<file path="config.mk">
export PLATFORM = sky130hd
export DESIGN_NAME = seg_display_driver_flat
export DESIGN_NICKNAME = d
export VERILOG_FILES = /design/src/rtl/seg_display_driver_pkg.sv /design/src/rtl/seg_display_driver_if.sv /design/src/rtl/seg_display_driver_bin2bcd_seq.sv /design/src/rtl/seg_display_driver.sv /design/src/flat_wrapper.sv
export SDC_FILE = /design/constraint.sdc
export NUM_CORES = 1
export LEC_CHECK = 0
export ABC_AREA = 1
export CORE_UTILIZATION = 26
export DETAILED_ROUTE_END_ITERATION = 7
export PLACE_DENSITY_LB_ADDON = 0.08
export SYNTH_ARGS = -nofsm -noshare
export SYNTH_HDL_FRONTEND = slang
export SYNTH_SLANG_ARGS = --single-unit
</file>
<file path="constraint.sdc">
create_clock -name clk -period 1.55 [get_ports clk]
set_input_delay 0.31 -clock clk [delete_from_list [all_inputs] [get_ports clk]]
set_output_delay 0.31 -clock clk [all_outputs]
set_load 0.005 [all_outputs]
</file>
<file path="src/rtl/seg_display_driver_pkg.sv">
// Shared definitions for the seven-segment display driver.
//   - fsm_state_t : capture FSM states (IDLE, CONV)
//   - NUM_DIGITS  : number of multiplexed digits
//   - GLYPH_TABLE : active-low {g,f,e,d,c,b,a} patterns for hex 0..F
//   - SEG_BLANK   : all segments off
package seg_display_driver_pkg;

    typedef enum logic {
        ST_IDLE = 1'b0,
        ST_CONV = 1'b1
    } fsm_state_t;

    localparam int unsigned NUM_DIGITS = 4;

    localparam logic [6:0] SEG_BLANK = 7'b1111111;

    localparam logic [6:0] GLYPH_TABLE [16] = '{
        7'h40, 7'h79, 7'h24, 7'h30,   // 0 1 2 3
        7'h19, 7'h12, 7'h02, 7'h78,   // 4 5 6 7
        7'h00, 7'h10, 7'h08, 7'h03,   // 8 9 A b
        7'h46, 7'h21, 7'h06, 7'h0E    // C d E F
    };

endpackage

</file>
<file path="src/rtl/seg_display_driver_if.sv">
// Capture-side bus of the display driver.
//   load    : single-cycle capture strobe
//   sel     : source select (0 = m1_data, 1 = m2_data)
//   m1_data : master 1 read data
//   m2_data : master 2 read data
//   state   : controller state, [3:0] shown on digit3, [4] drives dp
//   busy    : high while a capture is being converted
// master drives the capture request, slave (the driver) returns busy.
interface seg_display_driver_if;
    logic       load;
    logic       sel;
    logic [7:0] m1_data;
    logic [7:0] m2_data;
    logic [4:0] state;
    logic       busy;

    modport master (output load, sel, m1_data, m2_data, state, input busy);
    modport slave  (input load, sel, m1_data, m2_data, state, output busy);
endinterface

</file>
<file path="src/rtl/seg_display_driver_bin2bcd_seq.sv">
// Sequential 8-bit binary to 3-digit BCD converter (shift-add-3).
//   clk, reset : clock, asynchronous active-low reset
//   start      : begin converting bin_in (ignored while running)
//   bin_in     : 8-bit binary value
//   done       : high for one cycle when bcd_out holds the result;
//                asserted in the 8th cycle after the start edge
//   bcd_out    : {hundreds, tens, ones}
module bin2bcd_seq (
    input  logic        clk,
    input  logic        reset,
    input  logic        start,
    input  logic [7:0]  bin_in,
    output logic        done,
    output logic [11:0] bcd_out
);

    logic [19:0] shreg;      // {bcd[11:0], binary[7:0]}
    logic [2:0]  remaining;
    logic        running;

    function automatic logic [19:0] add3_shift(input logic [19:0] v);
        logic [19:0] t;
        t = v;
        for (int unsigned i = 0; i < 3; i++) begin
            if (t[8 + 4*i +: 4] >= 4'd5)
                t[8 + 4*i +: 4] = t[8 + 4*i +: 4] + 4'd3;
        end
        return {t[18:0], 1'b0};
    endfunction

    // The first of the eight shifts needs no add-3 (BCD part is zero), so it
    // is folded into the load; seven more shifts follow, then done.
    always_ff @(posedge clk or negedge reset) begin
        if (!reset) begin
            shreg     <= '0;
            remaining <= '0;
            running   <= 1'b0;
        end else if (start && !running) begin
            shreg     <= {11'b0, bin_in, 1'b0};
            remaining <= 3'd7;
            running   <= 1'b1;
        end else if (running) begin
            if (remaining != 3'd0) begin
                shreg     <= add3_shift(shreg);
                remaining <= remaining - 3'd1;
            end else begin
                running <= 1'b0;
            end
        end
    end

    assign done    = running && (remaining == 3'd0);
    assign bcd_out = shreg[19:8];

endmodule

</file>
<file path="src/rtl/seg_display_driver.sv">
// Four-digit multiplexed seven-segment display driver.
//   clk     : system clock, rising edge
//   reset   : asynchronous active-low reset
//   bus     : capture bus (seg_display_driver_if.slave)
//   an      : digit anodes, active-low one-hot
//   seg     : segments {g,f,e,d,c,b,a}, active-low
//   dp      : decimal point, active-low (lit on digit3 when state[4]=1)
// Parameter REFRESH_DIV: clock cycles each digit is lit (2..65535).
// Build option SEG_DISP_BCD_EN: decimal display (000-255) via an 8-cycle
// converter; otherwise 2-digit hex with digit2 blank and a 1-cycle CONV.
module seg_display_driver
    import seg_display_driver_pkg::*;
#(
    parameter int unsigned REFRESH_DIV = 50000
) (
    input  logic                    clk,
    input  logic                    reset,
    seg_display_driver_if.slave     bus,
    output logic [3:0]              an,
    output logic [6:0]              seg,
    output logic                    dp
);

    localparam int unsigned CNT_W = (REFRESH_DIV > 2) ? $clog2(REFRESH_DIV) : 1;

    fsm_state_t  fsm_q, fsm_d;
    logic [7:0]  cap_val;
    logic [4:0]  cap_state;
    logic [3:0]  digit_q [NUM_DIGITS];
    logic        dp_flag_q;
    logic [CNT_W-1:0] cnt;
    logic [1:0]  idx;
    logic        accept;
    logic        conv_done;
    logic        finish;
    logic [6:0]  seg_next;

    assign accept = (fsm_q == ST_IDLE) && bus.load;
    assign finish = (fsm_q == ST_CONV) && conv_done;

`ifdef SEG_DISP_BCD_EN
    logic [11:0] bcd;

    bin2bcd_seq u_bin2bcd (
        .clk     (clk),
        .reset   (reset),
        .start   (accept),
        .bin_in  ((bus.sel) ? bus.m2_data : bus.m1_data),
        .done    (conv_done),
        .bcd_out (bcd)
    );
`else
    assign conv_done = 1'b1;
`endif

    // FSM: state register
    always_ff @(posedge clk or negedge reset) begin
        if (!reset) fsm_q <= ST_IDLE;
        else        fsm_q <= fsm_d;
    end

    // FSM: next state
    always_comb begin
        fsm_d = fsm_q;
        case (fsm_q)
            ST_IDLE: if (bus.load) fsm_d = ST_CONV;
            ST_CONV: if (conv_done) fsm_d = ST_IDLE;
            default: fsm_d = ST_IDLE;
        endcase
    end

    // FSM: outputs
    always_comb begin
        bus.busy = (fsm_q == ST_CONV);
    end

    always_ff @(posedge clk or negedge reset) begin
        if (!reset) begin
            cap_val   <= '0;
            cap_state <= '0;
        end else if (accept) begin
            cap_val   <= bus.sel ? bus.m2_data : bus.m1_data;
            cap_state <= bus.state;
        end
    end

    // Display registers only change on CONV -> IDLE, all at once.
    always_ff @(posedge clk or negedge reset) begin
        if (!reset) begin
            for (int unsigned i = 0; i < NUM_DIGITS; i++) digit_q[i] <= '0;
            dp_flag_q <= 1'b0;
        end else if (finish) begin
`ifdef SEG_DISP_BCD_EN
            digit_q[0] <= bcd[3:0];
            digit_q[1] <= bcd[7:4];
            digit_q[2] <= bcd[11:8];
`else
            digit_q[0] <= cap_val[3:0];
            digit_q[1] <= cap_val[7:4];
            digit_q[2] <= '0;
`endif
            digit_q[3] <= cap_state[3:0];
            dp_flag_q  <= cap_state[4];
        end
    end

    always_ff @(posedge clk or negedge reset) begin
        if (!reset) begin
            cnt <= '0;
            idx <= '0;
        end else if (cnt == CNT_W'(REFRESH_DIV - 1)) begin
            cnt <= '0;
            idx <= idx + 2'd1;
        end else begin
            cnt <= cnt + 1'b1;
        end
    end

    always_comb begin
        seg_next = GLYPH_TABLE[digit_q[idx]];
`ifndef SEG_DISP_BCD_EN
        if (idx == 2'd2) seg_next = SEG_BLANK;
`endif
    end

    always_ff @(posedge clk or negedge reset) begin
        if (!reset) begin
            an  <= 4'b1110;
            seg <= 7'b1000000;
            dp  <= 1'b1;
        end else begin
            an  <= ~(4'b0001 << idx);
            seg <= seg_next;
            dp  <= ~((idx == 2'd3) && dp_flag_q);
        end
    end

endmodule

</file>
<file path="src/flat_wrapper.sv">
// flat-port wrapper written by rule: the top's interface ports become plain ports
module seg_display_driver_flat import seg_display_driver_pkg::*;
#(
    parameter int unsigned REFRESH_DIV = 50000
)
  (clk, reset, an, seg, dp, bus_load, bus_sel, bus_m1_data, bus_m2_data, bus_state, bus_busy);
  seg_display_driver_if bus_i ();
  input  logic clk;
  input  logic reset;
  output logic [3:0] an;
  output logic [6:0] seg;
  output logic dp;
  input wire logic [$bits(bus_i.load)-1:0] bus_load;
  input wire logic [$bits(bus_i.sel)-1:0] bus_sel;
  input wire logic [$bits(bus_i.m1_data)-1:0] bus_m1_data;
  input wire logic [$bits(bus_i.m2_data)-1:0] bus_m2_data;
  input wire logic [$bits(bus_i.state)-1:0] bus_state;
  output wire logic [$bits(bus_i.busy)-1:0] bus_busy;
  assign bus_i.load = bus_load;
  assign bus_i.sel = bus_sel;
  assign bus_i.m1_data = bus_m1_data;
  assign bus_i.m2_data = bus_m2_data;
  assign bus_i.state = bus_state;
  assign bus_busy = bus_i.busy;
  seg_display_driver #(.REFRESH_DIV(REFRESH_DIV)) u_core (.clk(clk), .reset(reset), .bus(bus_i), .an(an), .seg(seg), .dp(dp));
endmodule
</file>
==> run_results.csv, run 1 <==
group,metric,value,unit
cells_and_area,layout_commonest_cell,"nand2_1",
setup_path,end_kind,"register",
setup_path,reg2regPathDepth,10,
place,place_congestion,0.7948,
sta,timing.fmax,0.6428,GHz
yosys,synthesis.nets,357,
cells_and_area,drive_gt1_share,24.05,%
yosys,synth_edf_count,0,
job,max_cap_violations,0,
die,ios,38,
setup_path,critPathKind,"reg -> reg",
cts,cts_num_sinks,57,
yosys,synth_warnings,0,
cts,cts-root-buf,"clkbuf_8",
routing,drtIter0Drc,49,
cts,clock_path_buffers,2,
global_route,grt_pass1_wl,10.27,mm
cts,numCtsBuffers,9,
global_route,grt-ovfl-total,0,
min_path,hold_path.class,"reg -> reg",
routing,post_drt_wl_per_cell,10.87,µm
min_path,hold_path_depth,1,
cells_and_area,nets,426,
routing,drt_wl_total,5.773,mm
setup_path,arrival,1770,ps
sta,fin_ws,-5.737,ps
cts,h-tree-depth,3,
die,fp.dieArea,0.01102,mm²
yosys,syn-cell-area,0.002756,mm²
status,status,"finished with violations",
setup_path,cp.required,1770,ps
die,core-area,0.01032,mm²
place,portBuffers,37,
cts,clk_pin_slew,70,ps
die,start_util,26.70,%
setup_path,start_kind,"register",
cells_and_area,final_core_util,37.37,%
setup_path,cp_cell_sequence,"inv_2, nand2_2, nand2_2, a21oi_4, buf_12, ha_4, inv_1, nand3_1, nand3_2, nand3_2",
power_and_ir_drop,p_leak,1.818,nW
yosys,ys_types,30,
power_and_ir_drop,max-vdd-ir-drop,0.0005200,V
yosys,synth.avg_cell_area,8.587,µm²
sta,clock_skew,9.244,ps
yosys,synth-main-ff-cell,"dfrtp_1",
routing,dr.pass1.iters,4,
yosys,async_reset_ff_share,100.0,%
routing,route.detailed.drc,0,
power_and_ir_drop,cellPowerDensity,1076,mW/mm²
sta,period_needed,1556,ps
sta,hold_viol,0,
cells_and_area,n_antenna_cell,0,
cts,clk_latency,330,ps
sta,setup-tns-final,-5.737,ps
place,dp_hpwl,4.142,mm
die,die_y,105.0,µm
routing,postRouteAntennaNets,0,
cells_and_area,design_area,0.003857,mm²
cts,cts_tree,"done",
sta,tightest_slew,307.3,ps
die,num_rows,37,
setup_path,cp_slowest_cell,"dfrtp_2",
yosys,postSynthCellCount,321,
sta,slew_violations,0,
die,die_x,105.0,µm
routing,via_count,2157,
cells_and_area,syn_to_final_growth,39.95,%
sta,final-setup-viol-count,1,
place,post-place-ws,-95.01,ps
setup_path,slowest_delay,480,ps
status,violations,"negative setup slack",
sta,post-route-period-util,100.4,%
yosys,synth_seq_cells,57,
sta,max_slew_margin,79.51,%
global_route,antenna_found_initial,0,
setup_path,cp_max_fo,7,
global_route,grt_start_max_net_pins,58,
global_route,grtUsageTotal,11.90,%
routing,vias_per_cell,4.062,
place,placed_cell_area,0.003408,mm²
sta,rsz0062_at_grt,"yes",
global_route,grt_pass1_vias,2147,
yosys,yosysSeqAreaShare,51.97,%
cells_and_area,final_cell_mix,"nand2_1, dfrtp_1, inv_1",
[sequential cells by signal, indices dropped and copies added (netlist names)]
signal and flops:
u_core.idx 2, u_core.seg 7, u_core.digit_q 12, u_core.an 4, u_core.cap_state 5, u_core.dp 1
u_core.bus.busy 1, u_core.dp_flag_q 1, u_core.cnt 16, u_core.cap_val 8
[kinds of logic (layout without fill, tap and decap cells)]
family | count (synthesis) | after routing | share of synthesized area [%]
flip-flops | 57 | 57 | 51.97
AND/OR/NAND/NOR | 153 | 153 | 24.38
XOR/XNOR | 8 | 8 | 2.542
multiplexers | 1 | 1 | 0.4085
adder cells (fa/ha/maj) | 11 | 11 | 4.993
buffers and inverters | 50 | 124 | 6.990
AO/OA/AOI/OAI | 41 | 41 | 8.716
[routing by layer]
layer  vias to the layer above  track usage (%)  wire, µm
met5                         -                0         0
met4                         0            5.734       106
met3                         8            2.932       198
met2                        41            18.45      2665
met1                       959            15.48      2803
li1                       1149                -         -
[repair_timing]
action | in CTS | in global routing
pin swaps | 7 | 7
endpoints found under the setup margin | 12 | 18
hold endpoints to repair | 52 | 0
hold buffers | 1 | 0
gates resized for setup | 14 | 27
buffers inserted | 2 | 6
[cells in the mapped netlist, types with 4 or more instances]
| library cell | number | area, µm² |
|---|---|---|
| nand2_2 | 5 | 31.28 |
| nor3_1 | 6 | 30.03 |
| ha_1 | 11 | 137.6 |
| dfrtp_1 | 52 | 1301 |
| nor2_1 | 38 | 142.6 |
| nand3_1 | 18 | 90.09 |
| nand2_1 | 75 | 281.5 |
| inv_1 | 42 | 157.7 |
| o21ai_0 | 24 | 120.1 |
| a21oi_1 | 8 | 40.04 |
| dfstp_2 | 5 | 131.4 |
| o22ai_1 | 4 | 25.02 |
| xor2_1 | 8 | 70.07 |
[power by group]
group,switching [mW],total [mW],internal (mW)
clock,0.629,1.58,0.951
sequential,0.0602,1.72,1.66
combinational,0.432,0.851,0.419
[layout make-up]
class | count | area [µm²]
tap | 136 | 170.2
multi-input combinational | 214 | 1264
inverter | 46 | 180.2
clock inverter | 6 | 91.34
fill | 1056 | 6466
timing repair buffer | 62 | 580.6
sequential | 57 | 1434
clock buffer | 10 | 137.6
[final timing paths]
check | from | endpoint | slack [ps]
hold / removal | u_core.dp_flag_q$_DFFE_PN0P_ | u_core.dp$_DFF_PN1_ | 400
setup reg to reg | u_core.idx[0]$_DFFE_PN0N_ | u_core.seg[3]$_DFF_PN0_ | -6
hold reg to reg | u_core.dp_flag_q$_DFFE_PN0P_ | u_core.dp$_DFF_PN1_ | 400
min in group asynchronous | reset | u_core.seg[5]$_DFF_PN0_ | 510
setup / recovery | u_core.idx[0]$_DFFE_PN0N_ | u_core.seg[3]$_DFF_PN0_ | -6
max in group asynchronous | reset | u_core.dp$_DFF_PN1_ | 750
[through the flow]
step | cells | hold WS (ps) | total power, mW
after floorplan | 321 | 14.41 | 2.130
after global placement | 506 | 342.4 | 2.467
after detailed placement | 506 | 341.4 | 2.471
after CTS | 525 | 415.4 | 4.106
after global routing | 531 | 451.8 | 4.393
final | 531 | 400.9 | 4.151
[critical path: cells and delay by family, from the launching register on]
kind	cells	cell delay, ps
and+or+nand+nor	5	410
buffers and inverters	3	320
DFF	1	480
AOI/OAI and AO/OA	1	60
adders and majority gates	1	160
No activity file was read; power rests on OpenSTA's default activity.
==> run 2, diff against run 1 <==
--- a/config.mk
+++ b/config.mk
@@ -6,7 +6,8 @@
 export NUM_CORES = 1
 export LEC_CHECK = 0
 export ABC_AREA = 1
-export CORE_UTILIZATION = 26
+export CORE_UTILIZATION = 49
+export CTS_CLUSTER_DIAMETER = 40
 export DETAILED_ROUTE_END_ITERATION = 7
 export PLACE_DENSITY_LB_ADDON = 0.08
 export SYNTH_ARGS = -nofsm -noshare
==> run_results.csv, run 2 (synthesis gave the netlist of run 1 again) <==
group,metric,value,unit
cells_and_area,layout_commonest_cell,"nand2_1",
place,place_inst,438,
sta,clock_skew,11.59,ps
routing,vias_per_cell,4.718,
sta,fin_ws,5.426,ps
global_route,grt_pass1_wl,8.811,mm
routing,postRouteAntennaNets,0,
power_and_ir_drop,p_int,3.353,mW
cells_and_area,n_antenna_cell,0,
power_and_ir_drop,combPwrFrac,17.5,%
cells_and_area,stdcell_count,457,
setup_path,start_kind,"register",
routing,via_count,2156,
cts,h-tree-depth,3,
global_route,grtUsageTotal,19.58,%
power_and_ir_drop,seq_power_share,39.1,%
cells_and_area,fill_cells,447,
sta,period_needed,1545,ps
cells_and_area,final_cell_mix,"nand2_1, dfrtp_1, inv_1",
setup_path,arrival,1820,ps
sta,max_slew_margin,79.38,%
die,ios,38,
die,die_x,77,µm
status,status,"complete, no violations",
setup_path,worstReg2RegStart,"u_core.idx[0]$_DFFE_PN0N_",
cts,clock_path_buffers,2,
sta,slew_violations,0,
cells_and_area,largest_reg_flops,16,
job,max_cap_violations,0,
die,die_y,77,µm
setup_path,critPathKind,"reg -> reg",
setup_path,regToRegSetupSlack,5,ps
power_and_ir_drop,cellPowerDensity,1197,mW/mm²
cells_and_area,largestRegisters,"u_core.cnt x16, u_core.digit_q x12, u_core.cap_val x8",
setup_path,cp_slowest_cell,"dfrtp_2",
min_path,hold_path.class,"reg -> reg",
cts,cts_tree,"done",
setup_path,r2r-end,"u_core.seg[4]$_DFF_PN0_",
power_and_ir_drop,p_sw,1.048,mW
die,core-area,0.005270,mm²
setup_path,cp_num_buf_inv,1,
min_path,whs_endpoint,"u_core.dp$_DFF_PN1_",
global_route,grt-ovfl-total,0,
cells_and_area,design_area,0.003677,mm²
cells_and_area,nets,418,
sta,rsz0062_at_grt,"yes",
routing,dr.pass1.iters,4,
place,dp_hpwl,3.646,mm
min_path,hold_path_depth,1,
cells_and_area,syn_to_final_growth,33.41,%
cts,numCtsBuffers,9,
power_and_ir_drop,max-vdd-ir-drop,0.0007644,V
cts,cts_num_sinks,57,
global_route,grt_start_max_net_pins,58,
die,start_util,52.30,%
sta,tightest_slew,308.2,ps
sta,final-setup-viol-count,0,
place,placed_cell_area,0.003311,mm²
global_route,grt_pass1_vias,2013,
power_and_ir_drop,p_sw_share,23.82,%
place,post-place-ws,4.426,ps
global_route,antenna_found_initial,0,
setup_path,cp_max_fo,6,
setup_path,worst_path_dominant_cell_family,"simple AND/OR/NAND/NOR gates",
cells_and_area,drive_gt1_share,19.90,%
sta,hold_viol,0,
routing,post_drt_wl_per_cell,11.32,µm
cts,cts-root-buf,"clkbuf_8",
min_path,min_from,"u_core.dp_flag_q$_DFFE_PN0P_",
place,place_congestion,0.8315,
setup_path,cp_cell_sequence,"inv_2, nand2_2, nand2_2, a21oi_4, ha_2, nand3_1, nor2_1, nor2_1, nand2_1",
cells_and_area,final_core_util,69.78,%
setup_path,slowest_delay,440,ps
cts,clk_latency,350,ps
setup_path,cp.required,1830,ps
routing,drt_wl_total,5.172,mm
sta,post-route-period-util,99.65,%
power_and_ir_drop,p_leak,1.781,nW
routing,drtIter0Drc,54,
place,portBuffers,37,
sta,timing.fmax,0.6474,GHz
power_and_ir_drop,p_clk_share,43.3,%
cells_and_area,largest_register,"u_core.cnt",
die,fp.dieArea,0.005929,mm²
setup_path,end_kind,"register",
cts,clk_pin_slew,70,ps
routing,route.detailed.drc,0,
setup_path,reg2regPathDepth,9,
die,num_rows,26,
[run 2: changes by cell type in the layout (fill, tap and decap cells not counted), moves of 2 or more]
cell and change:
buf_4 -8, bufinv_16 +2, clkinvlp_4 -3, ha_2 +2, ha_4 -2, inv_2 +2
inv_4 -2, nand2_1 +7, nand2_2 -8, nand3_1 +4, nand3_2 -4
[run 2: area by class of cell]
cell class / instances / area [µm²] / area share (%)
clock inverter: 5 / 125.1 / 3.403
multi-input combinational: 214 / 1194 / 32.46
inverter: 46 / 175.2 / 4.764
timing repair buffer: 54 / 509.2 / 13.85
sequential: 57 / 1435 / 39.03
tap: 70 / 87.58 / 2.382
clock buffer: 11 / 151.4 / 4.117
[run 2: repair_timing]
item                                    CTS  global route
hold buffers                              1             0
gates resized for setup                   6            20
pin swaps                                 0             9
endpoints found under the hold margin    52             0
endpoints found under the setup margin    7            10
buffers inserted                          1             2
[run 2: worst max path at each step]
| stage | from | end | slack (ps) | cells after the start |
|---|---|---|---|---|
| final | u_core.idx[0]$_DFFE_PN0N_ | u_core.seg[4]$_DFF_PN0_ | 5 | 9 |
| after detailed placement | u_core.idx[1]$_DFFE_PN0N_ | u_core.seg[1]$_DFF_PN0_ | 4 | 9 |
| after CTS | u_core.idx[0]$_DFFE_PN0N_ | u_core.seg[3]$_DFF_PN0_ | 7 | 10 |
| after global routing | u_core.idx[0]$_DFFE_PN0N_ | u_core.seg[4]$_DFF_PN0_ | -70 | 9 |
| after floorplan | u_core.idx[1]$_DFFE_PN0N_ | u_core.seg[1]$_DFF_PN0_ | 20 | 9 |
| after global placement | u_core.idx[0]$_DFFE_PN0N_ | u_core.seg[3]$_DFF_PN0_ | 50 | 10 |
[run 2: power groups by stage]
stage	logic (mW)	registers (mW)	clock network (mW)
5_1_grt	0.867	1.74	1.99
4_1_cts	0.703	1.72	1.93
2_1_floorplan	0.384	1.75	0
3_5_place_dp	0.698	1.75	0
3_3_place_gp	0.686	1.75	0
6_report	0.772	1.72	1.91
[run 2: worst register-to-register path, delay by kind of cell, from the launching register on]
| family | cells | cell delay, ps |
|---|---|---|
| compound gates | 1 | 220 |
| fa+ha+maj | 1 | 260 |
| buf+inv | 1 | 60 |
| flops | 1 | 440 |
| simple gates | 6 | 490 |
[run 2: through the flow]
step                TNS, ps  power (mW)  hold WS (ps)
global route         -335.8       4.601         441.0
detailed placement        0       2.452         330.2
finish                    0       4.401         395.8
floorplan                 0       2.130         14.41
global placement          0       2.435         327.7
CTS                       0       4.358         403.5
[run 2: routing by layer]
layer,vias up,track usage [%],share of wire (%)
met2,57,32.05,48
met4,0,13.02,2.8
met3,13,3.929,3.9
met5,-,0,0
met1,961,23.30,45
li1,1125,-,-
